===== src/rtl/bitslam_reg_writer.sv =====
// bitslam_reg_writer: buffers (addr, data) write requests and serialises them as
// address/data beats on the bitslam voice register bus, skipping repeated addresses.
module bitslam_reg_writer #(
  parameter int FIFO_DEPTH = 4,
  parameter bit ADDR_CACHE = 1
) (
  input  logic                          clk,
  input  logic                          reset,
  input  logic                          req_valid,
  output logic                          req_ready,
  input  logic [5:0]                    req_addr,
  input  logic [5:0]                    req_data,
  output logic                          bus_sel,
  output logic [5:0]                    bus_addr_data,
  output logic                          busy,
  output logic [$clog2(FIFO_DEPTH):0]   fifo_level
);
  localparam int PW = $clog2(FIFO_DEPTH);
  localparam int LW = PW + 1;
  typedef enum logic [1:0] {IDLE, ADDR, DATA} state_t;
  state_t state, state_n;
  logic [11:0] mem [FIFO_DEPTH];
  logic [PW-1:0] wr_ptr, rd_ptr;
  logic [5:0] cur_addr, cur_data, last_addr;
  logic [5:0] cur_addr_n, cur_data_n, last_n;
  logic cache_valid, cv_n, push, pop;
  logic [LW-1:0] level_n;
  always_comb begin
    push = req_valid && req_ready;
    pop = (state != ADDR) && (fifo_level != '0);
    level_n = fifo_level + LW'(push) - LW'(pop);
    cur_addr_n = pop ? mem[rd_ptr][11:6] : cur_addr;
    cur_data_n = pop ? mem[rd_ptr][5:0] : cur_data;
    last_n = (state == ADDR) ? cur_addr : last_addr;
    cv_n = cache_valid || (state == ADDR);
    // A repeated address goes straight to the data beat; the target still holds it
    state_n = pop ? ((ADDR_CACHE && cache_valid && cur_addr_n == last_addr) ? DATA : ADDR)
                  : (state == ADDR ? DATA : IDLE);
  end
  always_ff @(posedge clk)
    if (push) mem[wr_ptr] <= {req_addr, req_data};
  always_ff @(posedge clk) begin
    if (reset) begin
      state <= IDLE;
      wr_ptr <= '0;
      rd_ptr <= '0;
      fifo_level <= '0;
      req_ready <= 1'b1;
      cur_addr <= '0;
      cur_data <= '0;
      last_addr <= '0;
      cache_valid <= 1'b0;
      bus_sel <= 1'b0;
      bus_addr_data <= '0;
      busy <= 1'b0;
    end else begin
      state <= state_n;
      wr_ptr <= wr_ptr + PW'(push);
      rd_ptr <= rd_ptr + PW'(pop);
      fifo_level <= level_n;
      req_ready <= level_n != LW'(FIFO_DEPTH);
      cur_addr <= cur_addr_n;
      cur_data <= cur_data_n;
      last_addr <= last_n;
      cache_valid <= cv_n;
      bus_sel <= state_n == DATA;
      bus_addr_data <= state_n == DATA ? cur_data_n : state_n == ADDR ? cur_addr_n : last_n;
      busy <= (state_n != IDLE) || (level_n != '0);
    end
  end
endmodule

===== config.mk =====
export PLATFORM = sky130hd
export DESIGN_NAME = bitslam_reg_writer
export DESIGN_NICKNAME = d
export VERILOG_FILES = /design/src/rtl/bitslam_reg_writer.sv
export SDC_FILE = /design/constraint.sdc
export NUM_CORES = 1
export LEC_CHECK = 0
export BUFFER_PORTS_ARGS = -buffer_cell sky130_fd_sc_hd__buf_4
export CORE_UTILIZATION = 53
export DETAILED_ROUTE_END_ITERATION = 12
export GPL_ROUTABILITY_DRIVEN = 0
export GPL_TIMING_DRIVEN = 0
export PLACE_DENSITY_LB_ADDON = 0.05
export SYNTH_ARGS = -nofsm -noshare
export SYNTH_HDL_FRONTEND = slang
export SYNTH_SLANG_ARGS = --single-unit

===== constraint.sdc =====
create_clock -name clk -period 2.9 [get_ports clk]
set_input_delay 0.29 -clock clk [delete_from_list [all_inputs] [get_ports clk]]
set_output_delay 0.29 -clock clk [all_outputs]
set_load 0.02 [all_outputs]

* Word-level counts from Yosys, hierarchy flattened
Memories as Yosys holds them, arrays and structs flattened. A register that Yosys moved wholly into a read port is not among the register bits. Index checks and enable logic that the tools add are counted.
Storage, ports and cells: register bits after elaboration 37, memory bits (writable) 48, output and inout bits 12, word-level logic and storage cells 42, memories kept 1
Operators by class: $add $sub $neg 4, equal/unequal tests 6, muxes and demuxes 11, reductions and logical operators 8
Memories:
- mem | depth 4, bits a word 12, read ports 1, clocked after Yosys merged registers in 1, write ports 1, line 22 | logic [11:0] mem [FIFO_DEPTH];
Operator list (number):
- 6-bit two-way mux | 5
- 2-bit two-way mux | 4
- 6-bit == test | 1
- 3-bit nonzero test | 2
- 2-bit by 1-bit adder with 2-bit output | 2
- 2-bit by 1-bit == test with 1-bit output (second input constant) | 2
- 3-bit by 1-bit adder with 3-bit output | 1
- 1-bit logical AND | 3
- 3-bit inequality test (second input constant) | 1
- 3-bit by 1-bit subtractor with 3-bit output | 1
- 2-bit == test (second input constant) | 1
- 1-bit logical OR | 2
- 1-bit two-way mux | 2
- 2-bit by 1-bit inequality test with 1-bit output (second input constant) | 1
- 2-bit nonzero test | 1

* Longest topological paths before layout
word-level depth 10, gate-level depth with buffers 13, mapped depth without buffers 11

* Worst setup path after synthesis
No wires, ideal clock.
path type register to register, start register fifo_level[2], end register busy, setup time 160 ps, arrival time 2826 ps, required time 2740 ps, slack -86 ps, cell stages (with the launch flop) 13, buffers on the path 2, clock period less this slack 2986 ps, cell sequence dfxtp_1 or3_1 buf_4 nand2_1 clkinv_1 clkbuf_1 ha_1 inv_1 ha_1 fa_1 xnor2_1 xnor2_1 a41oi_1
Between the ends: word-level cells in the longest chain between the ends 9
RTL lines:
- from (decl) | line 16 | output logic [$clog2(FIFO_DEPTH):0] fifo_level
- from (signal assigned) | line 60 | fifo_level <= level_n;
- 3-bit nonzero test | line 30 | pop = (state != ADDR) && (fifo_level != '0);
- 1-bit logical AND | line 30
- 6-bit two-way mux | line 32 | cur_addr_n = pop ? mem[rd_ptr][11:6] : cur_addr;
- 6-bit == test | line 37 | state_n = pop ? ((ADDR_CACHE && cache_valid && cur_addr_n == last_addr) ? DATA : ADDR)
- 1-bit logical AND | line 37
- 2-bit two-way mux (2 in series) | line 37
- 2-bit nonzero test | line 68 | busy <= (state_n != IDLE) || (level_n != '0);
- 1-bit logical OR (*) | line 68
- to (signal assigned) | line 68
- to (decl) | line 15 | output logic busy,
Mark *: on every way between the ends. The rest lies on a longest branch, timed or not. A chain may end at the register's enable or synchronous reset.

* Worst setup path in the final report
Same ends and word-level chain as after synthesis.

==> run_results.csv <==
group,metric,value,unit
run,cap_violations,0,
route,routedWlPerCell,16.72,um
finish,layout_common_cells,"edfxtp_1 (48), dfxtp_1 (36), nand2_1 (35)",
sta,min_period,2.691,ns
sta,setup_viol,0,
yosys,synth-seq-cells,84,
worst_setup_path,arrival,2.87,ns
clock_tree,tritoncts,"built",
global_routing,grt_pass1_wl,10240,um
yosys,synth_area_leaders,"edfxtp_1 (41%), dfxtp_1 (20%), mux4_1 (5.9%)",
hold_path,min_to,"mem[2][3]",
route,ant_nets,0,
clock_tree,clock_latency,0.34,ns
hold_path,hold_depth,1,
sta,fin_skew,0.01021,ns
sta,period_share,92.78,%
global_routing,grt_pass1_vias,2030,
place,placed_area,0.003880,mm^2
finish,nNetsFinal,315,
finish,antennaDiodeCount,0,
yosys,yosys.area.top_type,"edfxtp_1",
clock_tree,cts_max_level,3,
place,port_buffers,25,
sta,worst_pin_slew,0.7652,ns
finish,layout_commonest_cell,"edfxtp_1",
route,routed_via_density,5.597,
clock_tree,cts_buffer_depth,2,
worst_setup_path,r2r_setup_slack,0.21,ns
yosys,yosysWarnings,0,
worst_setup_path,timing.rr.start,"fifo_level[2]",
pwr,ir_drop,0.5408,mV
route,drc_errors,0,
worst_setup_path,end_kind,"flip-flop",
global_routing,grt_max_degree,16,
sta,setup_ws,0.2095,ns
place,dpl.hpwl,4489,um
route,dr.pass1.iters,4,
clock_tree,root_buffer,"clkbuf_8",
floorplanning,die_x,83.78,um
yosys,synth_top_area_share,40.66,%
floorplanning,dieHeight,83.78,um
run_status,outcome,"finished, final reports clean",
floorplanning,rows,29,
sta,hold_viol_final,0,
route,num_vias,2110,
yosys,syn-cell-area,0.003545,mm^2
yosys,yosysSeqAreaShare,61.00,%
clock_tree,cts_buffers,9,
worst_setup_path,critPathLaunchType,"flip-flop",
worst_setup_path,crit_fanout,15,
clock_tree,clk_pin_slew,0.09,ns
worst_setup_path,worst-setup-path-type,"flip-flop to flip-flop",
sta,slew_viol_final,0,
yosys,syn_nets,277,
place,pre_cts_ws,-0.1766,ns
yosys,syn_avg_cell_area,13.79,um^2
floorplanning,die_area,0.007019,mm^2
sta,max_freq,371.7,MHz
worst_setup_path,critPathRequiredTime,3.08,ns
finish,drive_gt1_share,25.33,%
route,finalWirelength,6302,um
global_routing,grtUsageTotal,19.91,%
hold_path,holdCritPathClass,"input pin to flip-flop",
floorplanning,io_pins,27,
yosys,yosysUniqueCellTypes,50,
sta,rsz0062_at_grt,"no",
worst_setup_path,startpoint,"fifo_level[2]",
clock_tree,cts_hold_buf,0,
yosys,async_reset_ff_share,0,%
sta,slew_headroom,48.60,%
worst_setup_path,r2r-end,"busy",
finish,syn2layout_area_growth,14.47,%
pwr,p_leak,0.001511,uW
yosys,synth_cells,257,
pwr,power.density,982.0,mW/mm^2
global_routing,grt_overflow_total,0,
yosys,synth-edff-count,48,
route,drt_iter0_markers,118,
clock_tree,cts.sinks,84,
hold_path,hp-start,"req_data[3]",
worst_setup_path,reg2reg_depth,11,
floorplanning,start_util,55.51,%
finish,final_cell_area,0.004058,mm^2
yosys,synth_flop_cell,"edfxtp_1",
floorplanning,core_area,0.006386,mm^2
global_routing,antenna_found_initial,0,
## stage by stage
step | std cells | utilization, % | total power [uW] | TNS [ns] | hold slack (ns)
2_1_floorplan | 257 | - | 2844 | 0 | 0.3889
3_3_place_gp | 359 | 59.99 | 3238 | -0.3364 | 0.4508
3_5_place_dp | 362 | 60.76 | 3272 | -0.3474 | 0.4611
4_1_cts | 377 | 63.46 | 4012 | 0 | 0.1179
5_1_grt | 377 | 63.54 | 4254 | 0 | 0.1085
6_report | 377 | 63.54 | 3985 | 0 | 0.1422
## flip-flops by register name, summed over array words and instances, names as in the netlist
signal,flops
cur_addr,6
bus_sel,1
bus_addr_data,6
mem,48
fifo_level,3
cache_valid,1
state,1
cur_data,6
rd_ptr,2
wr_ptr,2
busy,1
last_addr,6
req_ready,1
## synth_stat cells, types with 2 or more instances
master,number
edfxtp_1,48
dfxtp_1,36
nand2_1,36
nor2_1,22
a21oi_1,13
mux4_1,8
inv_1,7
nor3_1,6
xnor2_1,6
clkbuf_1,4
ha_1,4
mux2i_1,4
mux4_2,4
nor2b_1,4
o221a_1,4
xor2_1,4
buf_6,3
clkbuf_8,3
a211oi_1,2
a21oi_2,2
a221oi_1,2
nand3_1,2
nor3_2,2
nor3b_1,2
or2_2,2
or3_1,2
xnor2_4,2
## power by group
group / switching (uW) / total (uW) / internal (uW)
Combinational: 946 / 1650 / 705
Sequential: 126 / 1600 / 1480
Clock: 420 / 733 / 313
Total: 1490 / 3980 / 2490
## area by class of cell
| class | instances | area, um^2 |
|---|---|---|
| fillers | 504 | 2328 |
| flip-flops and latches | 84 | 2162 |
| multi-input cells | 154 | 1272 |
| repair buffers | 28 | 221.5 |
| clock buffers | 9 | 123.9 |
| well taps | 77 | 96.34 |
| plain buffers | 10 | 93.84 |
| clock inverters | 7 | 50.05 |
| inverters | 8 | 37.54 |
## cell families after synthesis
logic type	after synthesis	synth area share, %
compound gates	32	7.201
xor+xnor	12	4.024
fa+ha+maj	5	1.977
buf+inv	19	3.600
flops	84	61.00
mux	16	9.601
simple gates	89	12.60
## worst max-delay path by stage
stage                      end  cells past startpoint
after global routing      busy                     11
after global placement    busy                     12
after detailed placement  busy                     12
after CTS                 busy                     11
final                     busy                     11
after floorplan           busy                     12
## critical path, stage by stage (launching register included)
cell and delay (ns):
dfxtp_1 0.35, or3_1 0.37, buf_4 0.18, nand2_2 0.16
inv_8 0.09, ha_1 0.29, inv_1 0.04, ha_1 0.18
fa_1 0.38, xnor2_1 0.15, xnor2_1 0.20, a41oi_1 0.14
## layer usage
metal	GRT usage, %	routed length [um]	vias up
met4	10.48	144	0
met3	5.440	176	12
met1	25.30	2895	1031
met2	31.26	3085	42
li1	-	-	1025
met5	0	0	-
## repair_timing
item / CTS / global route
resized for setup: 1 / 2
endpoints found under the setup margin: 3 / 3
setup buffers: 0 / 0
pin swaps: 0 / 0
Note: power is estimated with default switching activity, not from simulation.
